$ cat config.mk
export PLATFORM = sky130hd
export DESIGN_NAME = hc595_driver
export DESIGN_NICKNAME = d
export VERILOG_FILES = /design/src/rtl/hc595_pkg.sv /design/src/rtl/hc595_phase_tick.sv /design/src/rtl/hc595_driver.sv
export SDC_FILE = /design/constraint.sdc
export NUM_CORES = 1
export LEC_CHECK = 0
export CAP_MARGIN = 10
export CORE_MARGIN = 5
export CORE_UTILIZATION = 40
export CTS_CLUSTER_SIZE = 30
export DETAILED_ROUTE_END_ITERATION = 10
export GPL_ROUTABILITY_DRIVEN = 1
export PLACE_DENSITY = 0.74
export SETUP_SLACK_MARGIN = 0.2
export SLEW_MARGIN = 20
export SYNTH_ARGS = -nofsm -noshare
export SYNTH_HDL_FRONTEND = slang
export SYNTH_SLANG_ARGS = --single-unit
$ cat constraint.sdc
create_clock -name clk -period 1.9 [get_ports clk]
set_input_delay 0.38 -clock clk [delete_from_list [all_inputs] [get_ports clk]]
set_output_delay 0.38 -clock clk [all_outputs]
set_load 0.03 [all_outputs]
$ cat src/rtl/hc595_pkg.sv
// Shared types and helpers for the 74HC595 chain driver.
// Optional build macro: HC595_READBACK_EN (adds Q7S loopback capture).
package hc595_pkg;

   typedef enum logic [1:0] {
      IDLE  = 2'd0,
      SETUP = 2'd1,
      SH_HI = 2'd2,
      LATCH = 2'd3
   } state_e;

   localparam int BITS_PER_CHIP = 8;

   // Width of the bit counter that indexes a DW-bit word.
   function automatic int bit_cnt_w(input int dw);
      return (dw > 1) ? $clog2(dw) : 1;
   endfunction

endpackage

$ cat src/rtl/hc595_phase_tick.sv
// Phase timer: counts CLK_DIV cycles per serial phase and flags the last one.
module hc595_phase_tick #(
   parameter int CLK_DIV = 4
) (
   input  logic clk,
   input  logic rst,
   input  logic active_i,
   input  logic restart_i,
   output logic phase_end_o
);

   localparam int CW = (CLK_DIV > 1) ? $clog2(CLK_DIV) : 1;
   localparam logic [CW-1:0] LAST = CW'(CLK_DIV - 1);

   logic [CW-1:0] cnt_q, cnt_d;

   // With CLK_DIV=1 the counter sits at 0 and every active cycle ends a phase.
   assign phase_end_o = active_i && (cnt_q == LAST);

   // Next count: clear on phase entry or when idle, otherwise advance.
   always_comb begin
      cnt_d = cnt_q;
      if (restart_i || !active_i)
         cnt_d = '0;
      else if (!phase_end_o)
         cnt_d = cnt_q + 1'b1;
   end

   // Counter register.
   always_ff @(posedge clk or posedge rst) begin
      if (rst) cnt_q <= '0;
      else     cnt_q <= cnt_d;
   end

endmodule

$ cat src/rtl/hc595_driver.sv
// Serial transmitter for a daisy chain of N_CHIPS 74HC595 shift registers.
// One word per valid/ready handshake, MSB first, then a storage-clock pulse.
// Optional build macro: HC595_READBACK_EN (captures the chain's Q7S output).
module hc595_driver
   import hc595_pkg::*;
#(
   parameter int N_CHIPS = 1,
   parameter int CLK_DIV = 4
) (
   input  logic                               clk,
   input  logic                               rst,
   input  logic [N_CHIPS*BITS_PER_CHIP-1:0]   data_in,
   input  logic                               valid,
   output logic                               ready,
   output logic                               done,
   input  logic                               oe_en,
`ifdef HC595_READBACK_EN
   input  logic                               hc_q7s,
   output logic [N_CHIPS*BITS_PER_CHIP-1:0]   rdata,
   output logic                               rdata_valid,
`endif
   output logic                               hc_ds,
   output logic                               hc_sh_cp,
   output logic                               hc_st_cp,
   output logic                               hc_mr_n,
   output logic                               hc_oe_n
);

   localparam int DW  = N_CHIPS * BITS_PER_CHIP;
   localparam int BCW = bit_cnt_w(DW);

   state_e          state_q, state_d;
   logic [DW-1:0]   shreg_q, shreg_d;
   logic [BCW-1:0]  bit_cnt_q, bit_cnt_d;
   logic            ready_q, ready_d;
   logic            done_q, done_d;
   logic            ds_q, ds_d;
   logic            sh_q, sh_d;
   logic            st_q, st_d;
   logic            mr_n_q;
   logic            oe_n_q;
   logic            phase_end;

   hc595_phase_tick #(.CLK_DIV(CLK_DIV)) u_tick (
      .clk        (clk),
      .rst        (rst),
      .active_i   (state_q != IDLE),
      .restart_i  (state_d != state_q),
      .phase_end_o(phase_end)
   );

   // Next-state logic; pin values are derived from the next state so the
   // registered pins line up with the state they belong to.
   always_comb begin
      state_d   = state_q;
      shreg_d   = shreg_q;
      bit_cnt_d = bit_cnt_q;
      done_d    = 1'b0;
      case (state_q)
         IDLE: begin
            if (valid && ready_q) begin
               state_d   = SETUP;
               shreg_d   = data_in;
               bit_cnt_d = BCW'(DW - 1);
            end
         end
         SETUP: begin
            if (phase_end) state_d = SH_HI;
         end
         SH_HI: begin
            if (phase_end) begin
               if (bit_cnt_q == '0) begin
                  state_d = LATCH;
               end else begin
                  state_d   = SETUP;
                  shreg_d   = shreg_q << 1;
                  bit_cnt_d = bit_cnt_q - 1'b1;
               end
            end
         end
         LATCH: begin
            if (phase_end) begin
               state_d = IDLE;
               done_d  = 1'b1;
            end
         end
         default: state_d = IDLE;
      endcase

      ready_d = (state_d == IDLE);
      ds_d    = 1'b0;
      if (state_d == SETUP || state_d == SH_HI) ds_d = shreg_d[DW-1];
      sh_d    = (state_d == SH_HI);
      st_d    = (state_d == LATCH);
   end

   // State, datapath and pin registers.
   always_ff @(posedge clk or posedge rst) begin
      if (rst) begin
         state_q   <= IDLE;
         shreg_q   <= '0;
         bit_cnt_q <= '0;
         ready_q   <= 1'b1;
         done_q    <= 1'b0;
         ds_q      <= 1'b0;
         sh_q      <= 1'b0;
         st_q      <= 1'b0;
         mr_n_q    <= 1'b0;
         oe_n_q    <= 1'b1;
      end else begin
         state_q   <= state_d;
         shreg_q   <= shreg_d;
         bit_cnt_q <= bit_cnt_d;
         ready_q   <= ready_d;
         done_q    <= done_d;
         ds_q      <= ds_d;
         sh_q      <= sh_d;
         st_q      <= st_d;
         mr_n_q    <= 1'b1;
         oe_n_q    <= ~oe_en;
      end
   end

   assign ready    = ready_q;
   assign done     = done_q;
   assign hc_ds    = ds_q;
   assign hc_sh_cp = sh_q;
   assign hc_st_cp = st_q;
   assign hc_mr_n  = mr_n_q;
   assign hc_oe_n  = oe_n_q;

`ifdef HC595_READBACK_EN
   logic [DW-1:0] cap_q, cap_d;
   logic [DW-1:0] rdata_q;
   logic          rdv_q;

   // Q7S moves on each SH_CP rise, so it is taken in the cycle just before
   // the rise; the DW samples then reproduce the chain's prior contents.
   always_comb begin
      cap_d = cap_q;
      if (state_q == SETUP && phase_end) cap_d = {cap_q[DW-2:0], hc_q7s};
   end

   // Capture shift register and the readback word published with done.
   always_ff @(posedge clk or posedge rst) begin
      if (rst) begin
         cap_q   <= '0;
         rdata_q <= '0;
         rdv_q   <= 1'b0;
      end else begin
         cap_q <= cap_d;
         rdv_q <= done_d;
         if (done_d) rdata_q <= cap_q;
      end
   end

   assign rdata       = rdata_q;
   assign rdata_valid = rdv_q;
`endif

endmodule

Yosys cells after proc, flatten, opt, wreduce, memory -nomap -nowiden
Cells that the tools add are included.
{"block": "classes", "n_eq_ne": 12, "bitwise_logic": 1, "add_sub_neg": 2, "n_reduce_logical": 11, "mux": 19}
{"cell": "two-way mux 8 bit", "n": 3}
{"cell": "case mux 8 bit (2 select lines)", "n": 1}
{"cell": "two-way mux 2 bit", "n": 7}
{"cell": "equality test 2 bit, second input constant", "n": 5}
{"cell": "two-way mux 3 bit", "n": 3}
{"cell": "case mux 2 bit (4 select lines)", "n": 1}
{"cell": "!= test 2 bit, second input constant", "n": 3}
{"cell": "case mux 3 bit (2 select lines)", "n": 1}
{"cell": "equality test 2 x 1 -> 1 bit, second input constant", "n": 2}
{"cell": "zero test 2 bit", "n": 2}
{"cell": "AND reduction 4 bit", "n": 1}
{"cell": "nonzero test 2 bit", "n": 2}
{"cell": "zero test 3 bit", "n": 1}
{"cell": "two-way mux 1 bit", "n": 3}
{"cell": "subtractor 3 x 1 -> 3 bit, second input constant", "n": 1}
{"cell": "adder 2 x 1 -> 2 bit, second input constant", "n": 1}
{"cell": "logical AND 1 bit", "n": 2}
{"cell": "logical OR 1 bit", "n": 2}
{"cell": "!= test 2 x 1 -> 1 bit, second input constant", "n": 1}
{"cell": "!= test 2 bit", "n": 1}
{"cell": "zero test 1 bit", "n": 1}
{"cell": "inverter 1 bit", "n": 1}
{"block": "word_totals", "output_inout_bits": 7, "ff_bits": 22, "in_bits": 12, "elab_cells": 57}

Depth between registers and ports, before layout
Gate-level depths: netlist (run 1).
{"block": "depth", "ltp_word": 7, "ltp_mapped": 8, "depth_no_buf": 8}

By module
From an unflattened synthesis (run 1), not the netlist that was laid out.
{"block": "unflattened", "hier_cells": 99, "area_unflattened_um2": 1094.8}
{"mod": "hc595_driver", "n_inst": 1, "cells_per_inst": 89, "seq_area_each_um2": 503.0, "area_each_um2": 988.4}
{"mod": "hc595_phase_tick", "n_inst": 1, "cells_per_inst": 10, "seq_area_each_um2": 50.0, "area_each_um2": 106.4}

Worst setup path after synthesis (run 1)
Ideal clock, no wire load.
{"block": "synth_path", "path_type": "register -> register", "start": "register bit_cnt_q[0]", "end": "register ds_q, in the netlist hc_ds", "slack_ns": 0.243, "setup_ns": 0.119, "n_path_buf": 0, "synth_period_minus_slack_ns": 1.657, "stages_incl_launch_ff": 9, "required_ns": 1.781, "arrival_time_ns": 1.538, "path_cell_list": "dfrtp_1 inv_1 ha_1 nand2b_2 nand2_1 o211ai_1 o21ai_0 ha_1 and2_1"}
{"block": "synth_via", "elab_chain_cells": 7, "word_cells_on_any_way": 11, "classes_between": "2 x eq/ne; 7 x mux; 2 x reduce/logical"}
{"item": "start: declaration", "line": "hc595_driver.sv:34", "source": "logic [BCW-1:0] bit_cnt_q, bit_cnt_d;"}
{"item": "start signal: assignment", "line": "hc595_driver.sv:113", "source": "bit_cnt_q <= bit_cnt_d;"}
{"item": "zero test 3 bit (*)", "line": "hc595_driver.sv:72", "source": "if (bit_cnt_q == '0) begin"}
{"item": "two-way mux 2 bit (*)", "line": "hc595_driver.sv:72"}
{"item": "two-way mux 2 bit (*)", "line": "hc595_driver.sv:71", "source": "if (phase_end) begin"}
{"item": "case mux 2 bit (4 select lines) (*)", "line": "hc595_driver.sv:59", "source": "case (state_q)"}
{"item": "net state_d[1]", "line": "hc595_driver.sv:32", "source": "state_e state_q, state_d;"}
{"item": "equality test 2 x 1 -> 1 bit / equality test 2 bit (equally long branches)", "line": "hc595_driver.sv:92", "source": "if (state_d == SETUP || state_d == SH_HI) ds_d = shreg_d[DW-1];"}
{"item": "logical OR 1 bit (*)", "line": "hc595_driver.sv:92"}
{"item": "two-way mux 1 bit (*)", "line": "hc595_driver.sv:92"}
{"item": "net ds_d", "line": "hc595_driver.sv:37", "source": "logic ds_q, ds_d;"}
{"item": "end signal: assignment", "line": "hc595_driver.sv:116", "source": "ds_q <= ds_d;"}
{"item": "end: declaration", "line": "hc595_driver.sv:37"}
Mark *: on every way through the listed nets, which the timed path passes. The rest lies on a longest branch. The select of a mux whose other input is x is not followed.
A chain may end at the register's enable or synchronous reset.

Worst setup path in the final report (run 1)
{"block": "layout_path", "start": "register ready_q, in the netlist ready", "end": "output port ready"}
{"item": "start: declaration", "line": "hc595_driver.sv:35", "source": "logic ready_q, ready_d;"}
{"item": "start signal: assignment", "line": "hc595_driver.sv:114", "source": "ready_q <= ready_d;"}
{"item": "end: declaration", "line": "hc595_driver.sv:14", "source": "output logic ready,"}
No word-level cell between the ends.

==> results of run 1 <==
final timing paths:
check	start	to	slack, ns	depth (start not counted)
min in group clk	u_tick.cnt_q[0]	u_tick.cnt_q[0]	0.46	1
worst max-delay path	ready	ready	0.23	1
max in group asynchronous	rst	ready	1.22	3
worst max register to register	bit_cnt_q[1]	hc_ds	0.23	8
worst min register to register	u_tick.cnt_q[0]	u_tick.cnt_q[0]	0.46	1
worst min-delay path	rst	hc_mr_n	0.23	2
layer usage:
metal	vias up	routed length, um
li1	380	-
met1	364	839
met5	-	0
met2	11	1010
met4	0	12
met3	2	87
per-stage QoR:
step / utilization, % / hold WS (ns) / instances / area [um2]
2_1_floorplan: - / 0.368 / 93 / 1040
3_3_place_gp: 52.1 / 0.428 / 144 / 1290
3_5_place_dp: 52.1 / 0.440 / 144 / 1290
4_1_cts: 54.5 / 0.227 / 148 / 1350
5_1_grt: 57.3 / 0.241 / 151 / 1420
6_report: 57.3 / 0.235 / 151 / 1420
cell usage in the layout (no fill, tap or decap), types with 2 or more instances in the layout:
cell type        instances
a21o_1                   6
dfrtp_1                 20
and2_1                   2
nand2_1                  3
mux2i_1                  2
ha_2                     2
inv_2                    2
clkdlybuf4s50_1         11
a22o_1                   6
ha_1                     3
o21a_1                   2
nor2b_1                  2
nor2_1                   4
inv_1                    5
a21oi_1                  4
dfstp_2                  2
nand3b_1                 2
buf_4                   11
dlygate4sd2_1            6
clkbuf_4                 3
and3_1                   2
kinds of logic (layout without fill, tap and decap cells):
family	Yosys count	in the layout	synth area share (%)
AND/OR/NAND/NOR	23	23	12.7
AO/OA/AOI/OAI	27	27	19.7
other	1	1	0.362
adder cells (fa/ha/maj)	6	6	7.25
multiplexers	2	2	1.93
buffers and inverters	12	40	4.71
flip-flops	22	22	53.4
state kept, by name, indices dropped and copies added (netlist names):
signal and cells:
u_tick.cnt_q 2, hc_mr_n 1, hc_st_cp 1, hc_sh_cp 1, state_q 2, bit_cnt_q 3
hc_ds 1, hc_oe_n 1, ready 1, done 1, shreg_q 8
synth_stat cells (all sizes together) (2+ instances only):
| cell type | instances | area [um2] |
|---|---|---|
| dfstp | 2 | 52.6 |
| clkbuf | 2 | 7.51 |
| a21o | 6 | 45.0 |
| and2 | 2 | 12.5 |
| nor2b | 2 | 12.5 |
| nor2 | 4 | 15.0 |
| mux2i | 2 | 20.0 |
| nand2 | 4 | 15.0 |
| dfrtp | 20 | 500 |
| and3 | 2 | 12.5 |
| nand3b | 2 | 15.0 |
| ha | 6 | 75.1 |
| a22o | 6 | 52.6 |
| buf | 3 | 15.0 |
| nand2b | 2 | 15.0 |
| a21oi | 5 | 25.0 |
| o21a | 2 | 15.0 |
| inv | 7 | 26.3 |
where the power goes:
group	internal (mW)	switching [mW]
clock network	0.213	0.138
registers	0.653	0.112
logic	0.448	0.473
cell type report:
cell class	count	area (um2)
Timing Repair Buffer	29	258
Sequential cell	22	553
Inverter	7	26.3
Fill cell	222	1060
Multi-Input combinational cell	59	492
Clock buffer	3	22.5
Tap cell	30	37.5
Clock inverter	1	30.0
timing repair:
action	in CTS	in global routing
pin swaps	0	9
setup buffers	0	3
gates resized for setup	8	13
setup endpoints to repair	14	10
==> results_dict.tcl, run 1 <==
set metrics [dict create \
    crit_buf_inv 1 \
    fin_worst_skew_ns 0.00713 \
    die_w_um 60.9 \
    coreArea_um2 2480 \
    synth_edf_count 0 \
    ys_warn_count 0 \
    ys_ff_latch 22 \
    synth_flop_cell "dfrtp_1" \
    antenna_found_initial 0 \
    h-tree-depth 1 \
    start_util_pct 41.8 \
    dieArea_um2 3710 \
    nNetsFinal 140 \
    busiest_layer "met2" \
    drt-initial-drc-count 15 \
    tns_ns 0 \
    crit_required_ns 1.52 \
    tritoncts "built" \
    crit_type "reg2out" \
    drtAntennaViolNets 0 \
    cap_violations 0 \
    avgSynthCellArea_um2 11.1 \
    drc_errors 0 \
    drv_slew 0 \
    hold_viol 0 \
    clockBufferDepth 2 \
    path_clk_slew_ns 0.12 \
    outcome "finished clean" \
    die_y_um 60.9 \
    io_pins 19 \
    drive_gt1_share_pct 23.1 \
    area_growth_pct 37.0 \
    startpoint_type "flop" \
    crit_family "flip-flops" \
    placementRows 18 \
    cts_made_buffers 3 \
    period_share_pct 87.6 \
    grt_first_pass_wirelength_mm 3.15 \
    ir_worst_vdd_mv 0.866 \
    vias_per_cell 5.01 \
    synth_area_um2 1040 \
    synth_cell_type_count 33 \
    p_leak_nw 0.720 \
    port_buffers 18 \
    post-place-ws_ns -0.393 \
    p_per_area_nw_per_um2 1440 \
    use_met3_pct 3.19 \
    drtPass1Iterations 4 \
    vias 757 \
    layout_min_cycle_time_ns 1.67 \
    grt_max_degree 16 \
    setup_slack_ns 0.235 \
    setup_violations 0 \
    met1_usage_pct 14.7 \
    crit_chain "dlygate4sd2_1" \
    use_met2_pct 17.7 \
    crit_arrival_ns 1.29 \
    grtUsageTotal_pct 11.3 \
    cts-root-buf "clkbuf_4" \
    rsz0062_at_grt "true" \
    hpwl_mm 1.46 \
    syn_inst 93 \
    hp-class "in2async" \
    fin_total_pwr_mw 2.04 \
    async_flop_share_pct 100 \
    overflow 0 \
    yosysSeqAreaShare_pct 53.4 \
    clock_sinks 22 \
    postRouteWirelength_mm 1.95 \
    cts_hold_buf 0 \
    clk_latency_ns 0.30 \
    max_freq_mhz 601 \
    crit_slowest_cell "dfstp_2" \
    synth_nets 111 \
    slowest_delay_ns 0.58 \
    place_congestion 0.823 \
    path_max_fanout 4 \
    n_antenna_cell 0 \
    grt_pass1_vias 742 \
    crit_path_end_kind "primary output" \
    avgRoutedWirePerCell_um 12.9 \
]
Note: power is estimated with default switching activity, not from simulation.
==> run 2, diff against run 1 <==
Settings changed: CAP_MARGIN 10 to unset, MAX_ROUTING_LAYER set to met4.
==> results_dict.tcl, run 2 (synthesized netlist as in run 1, its figures left out) <==
set metrics [dict create \
    vias 753 \
    path_clk_slew_ns 0.12 \
    r2r_cells 8 \
    h-tree-depth 1 \
    setup_slack_ns 0.232 \
    hold_viol 0 \
    crit_family "flip-flops" \
    crit_required_ns 1.52 \
    p_per_area_nw_per_um2 1440 \
    vias_per_cell 4.99 \
    tritoncts "built" \
    nFillCells 222 \
    ir_worst_vdd_mv 0.866 \
    nNetsFinal 140 \
    dieArea_um2 3710 \
    drv_slew 0 \
    crit_slowest_cell "dfstp_2" \
    clock_sinks 22 \
    clockBufferDepth 2 \
    largest_reg_flops 8 \
    drtAntennaViolNets 0 \
    port_buffers 18 \
    crit_path_end_kind "primary output" \
    p_leak_nw 0.720 \
    coreArea_um2 2480 \
    area_growth_pct 37.0 \
    cp.depth 1 \
    die_y_um 60.9 \
    avgRoutedWirePerCell_um 12.9 \
    drtPass1Iterations 4 \
    layout_min_cycle_time_ns 1.67 \
    die_w_um 60.9 \
    period_share_pct 87.8 \
    cts_hold_buf 0 \
    fin_worst_skew_ns 0.00708 \
    outcome "finished clean" \
    drive_gt1_share_pct 23.1 \
    final_cell_mix "dfrtp_1 (20), clkdlybuf4s50_1 (11), buf_4 (11)" \
    rsz0062_at_grt "true" \
    hp-class "in2async" \
    n_antenna_cell 0 \
    grt_first_pass_wirelength_mm 3.16 \
    overflow 0 \
    largest_registers "shreg_q (8), bit_cnt_q (3)" \
    cts-root-buf "clkbuf_4" \
    reg2reg_slack_ns 0.25 \
    crit_chain "dlygate4sd2_1" \
    post-place-ws_ns -0.393 \
    drt-initial-drc-count 15 \
    crit_arrival_ns 1.29 \
    path_max_fanout 4 \
    slowest_delay_ns 0.58 \
    hpwl_mm 1.46 \
    max_freq_mhz 600 \
    startpoint_type "flop" \
    start_util_pct 41.8 \
    grtUsageTotal_pct 11.7 \
    placementRows 18 \
    place_congestion 0.835 \
    fin_total_pwr_mw 2.04 \
    clk_latency_ns 0.30 \
    layout_commonest_cell "dfrtp_1" \
    grt_max_degree 16 \
    drc_errors 0 \
    io_pins 19 \
    cts_made_buffers 3 \
    antenna_found_initial 0 \
    largest-register "shreg_q" \
    crit_buf_inv 1 \
    setup_violations 0 \
    cap_violations 0 \
    postRouteWirelength_mm 1.95 \
    crit_type "reg2out" \
    grt_pass1_vias 738 \
    utilization_pct 57.3 \
]
==> run 2: metrics by stage <==
stage | std cells | instance area [um2] | hold slack, ns | setup TNS, ns
floorplan | 93 | 1040 | 0.368 | 0
global placement | 144 | 1290 | 0.428 | -2.25
detailed placement | 144 | 1290 | 0.440 | -2.37
CTS | 148 | 1350 | 0.227 | 0
global route | 151 | 1420 | 0.241 | 0
finish | 151 | 1420 | 0.235 | 0
==> run 2: repair_timing <==
item | CTS | global route
resized for setup | 8 | 13
pin swaps | 0 | 9
setup buffers | 0 | 3
endpoints found under the setup margin | 14 | 10
==> run 2: final cells by class <==
type                            instances  area [um2]  area share [%]
Sequential cell                        22         553            39.0
Multi-Input combinational cell         59         492            34.7
Timing Repair Buffer                   29         258            18.2
Tap cell                               30        37.5            2.65
Clock inverter                          1        30.0            2.12
Inverter                                7        26.3            1.85
Clock buffer                            3        22.5            1.59
==> run 2: worst paths after layout <==
check / start / endpoint
worst max-delay path: ready / ready
worst min-delay path: rst / hc_mr_n
worst max register to register: bit_cnt_q[1] / shreg_q[3]
worst min register to register: u_tick.cnt_q[0] / u_tick.cnt_q[0]
max in group asynchronous: rst / ready
min in group clk: u_tick.cnt_q[0] / u_tick.cnt_q[0]
==> run 2: per-layer routing <==
metal | wire length [um] | global-route usage (%) | share of wire, % | vias up
met4 | 12 | 4.64 | 0.62 | 0
li1 | - | - | - | 379
met5 | 0 | - | 0 | -
met1 | 899 | 15.7 | 46 | 363
met2 | 998 | 17.7 | 51 | 9
met3 | 37 | 1.91 | 1.9 | 2
==> run 2: power breakdown <==
group	switching [mW]	total, mW	internal (mW)
combinational	0.473	0.921	0.448
clock	0.138	0.351	0.213
sequential	0.112	0.766	0.653
total	0.724	2.04	1.31
==> run 2: worst reg2reg max path, delay by kind of cell, from the launching register on <==
family | cells | cell delay, ns
flip-flops | 1 | 0.40
buffers and inverters | 3 | 0.34
AO/OA/AOI/OAI | 2 | 0.55
adder cells (fa/ha/maj) | 1 | 0.16
AND/OR/NAND/NOR | 2 | 0.12
==> run 3, diff against run 2 <==
Settings changed: CORE_UTILIZATION 40 to 50, PLACE_DENSITY 0.74 to 0.87.
==> results_dict.tcl, run 3 (synthesized netlist as in run 1, its figures left out) <==
set metrics [dict create \
    drive_gt1_share_pct 18.3 \
    postRouteWirelength_mm 1.99 \
    grtUsageTotal_pct 14.6 \
    dr.max_layer_used "met4" \
    cts_made_buffers 3 \
    crit_slowest_cell "dfrtp_1" \
    max_freq_mhz 583 \
    fin_worst_skew_ns 0.00375 \
    startpoint_type "flop" \
    avgRoutedWirePerCell_um 13.5 \
    place_congestion 0.796 \
    drv_slew 0 \
    ir_worst_vdd_mv 1.08 \
    clock_sinks 22 \
    drtAntennaViolNets 0 \
    final_area_um2 1380 \
    crit_type "reg2reg" \
    start_util_pct 52.8 \
    coreArea_um2 1960 \
    cts-root-buf "clkbuf_4" \
    tritoncts "built" \
    wl_met3_um 70 \
    crit_arrival_ns 1.92 \
    path_max_fanout 5 \
    die_y_um 55.5 \
    tns_ns 0 \
    layout_min_cycle_time_ns 1.72 \
    period_share_pct 90.3 \
    met2_length_mm 1.01 \
    drt-initial-drc-count 23 \
    largest_reg_flops 8 \
    rsz0062_at_grt "true" \
    die_w_um 55.5 \
    layout_commonest_cell "dfrtp_1" \
    outcome "finished clean" \
    grt_max_degree 23 \
    vias 794 \
    crit_chain "inv_1 > ha_2 > nand2b_4 > nand2_1 > o211ai_1 > o21ai_2 > ha_1 > and2_1" \
    grt_pass1_vias 812 \
    port_buffers 18 \
    placementRows 16 \
    place_inst 139 \
    p_per_area_nw_per_um2 1410 \
    vias_per_cell 5.40 \
    largest_registers "shreg_q (8), bit_cnt_q (3)" \
    final_cells 147 \
    wl_met1_um 874 \
    hold_viol 0 \
    area_growth_pct 32.9 \
    place_area_um2 1270 \
    fin_total_pwr_mw 1.94 \
    overflow 0 \
    crit_required_ns 2.10 \
    io_pins 19 \
    h-tree-depth 1 \
    clk_latency_ns 0.30 \
    utilization_pct 70.2 \
    grt_first_pass_wirelength_mm 3.53 \
    drtPass1Iterations 5 \
    antenna_found_initial 0 \
    path_clk_slew_ns 0.12 \
    nFillCells 155 \
    setup_violations 0 \
    p_leak_nw 0.734 \
    nNetsFinal 139 \
    crit_buf_inv 1 \
    largest-register "shreg_q" \
    dieArea_um2 3080 \
    hp-class "in2async" \
    crit_path_end_kind "flop" \
    n_antenna_cell 0 \
    drc_errors 0 \
    hpwl_mm 1.43 \
    crit_family "adder cells" \
    slowest_delay_ns 0.36 \
    cap_violations 0 \
    final_cell_mix "dfrtp_1 (20), clkdlybuf4s50_1 (11), buf_4 (10), inv_1 (7)" \
    clockBufferDepth 2 \
]
## run 3: changes by cell type in the layout (fill, tap and decap cells not counted), moves of 2 or more
cell,previous run,this run
inv_2,2,0
dlymetal6s2s_1,1,3
ha_1,3,5
inv_1,5,7
dlygate4sd2_1,6,4
## run 3: timing repair
action	4_1_cts	5_1_grt
gates resized for setup	6	8
endpoints found under the setup margin	12	13
hold buffers	0	0
pin swaps	0	1
setup buffers	0	4
## run 3: layout make-up
type	instances	area, um2	area share, %
Multi-Input combinational cell	59	469	34.1
Inverter	7	26.3	1.91
Tap cell	27	33.8	2.45
Sequential cell	22	553	40.2
Clock buffer	4	36.3	2.64
Timing Repair Buffer	28	258	18.7
## run 3: tightest hold or removal path, cell delays in order
cell,delay [ns]
clkdlybuf4s50_1,0.41
inv_1,0.05
buf_4,0.27
## run 3: path summary, 6_finish.rpt
kind | from | end | slack, ns | cells past startpoint
setup / recovery | bit_cnt_q[0] | hc_ds | 0.18 | 8
hold / removal | rst | hc_st_cp | 0.41 | 3
setup reg to reg | bit_cnt_q[0] | hc_ds | 0.18 | 8
hold reg to reg | u_tick.cnt_q[0] | u_tick.cnt_q[0] | 0.45 | 1
max in group asynchronous | rst | hc_oe_n | 1.23 | 3
min in group clk | u_tick.cnt_q[0] | u_tick.cnt_q[0] | 0.45 | 1
## run 3: metal layers
layer | GRT usage, % | vias up
li1 | - | 376
met1 | 18.5 | 393
met2 | 22.8 | 21
met3 | 1.63 | 4
met4 | 7.64 | 0
met5 | - | -
## run 3: through the flow
stage	worst slack, ns	hold slack [ns]
after CTS	0.0769	0.409
after global routing	0.110	0.409
after global placement	-0.322	0.430
final	0.185	0.406
after detailed placement	-0.375	0.437
after floorplan	0.243	0.368
## run 3: power breakdown
part           total, mW  switching, mW  internal [mW]
registers          0.755          0.102          0.653
logic              0.935          0.481          0.454
clock network      0.254          0.137          0.117
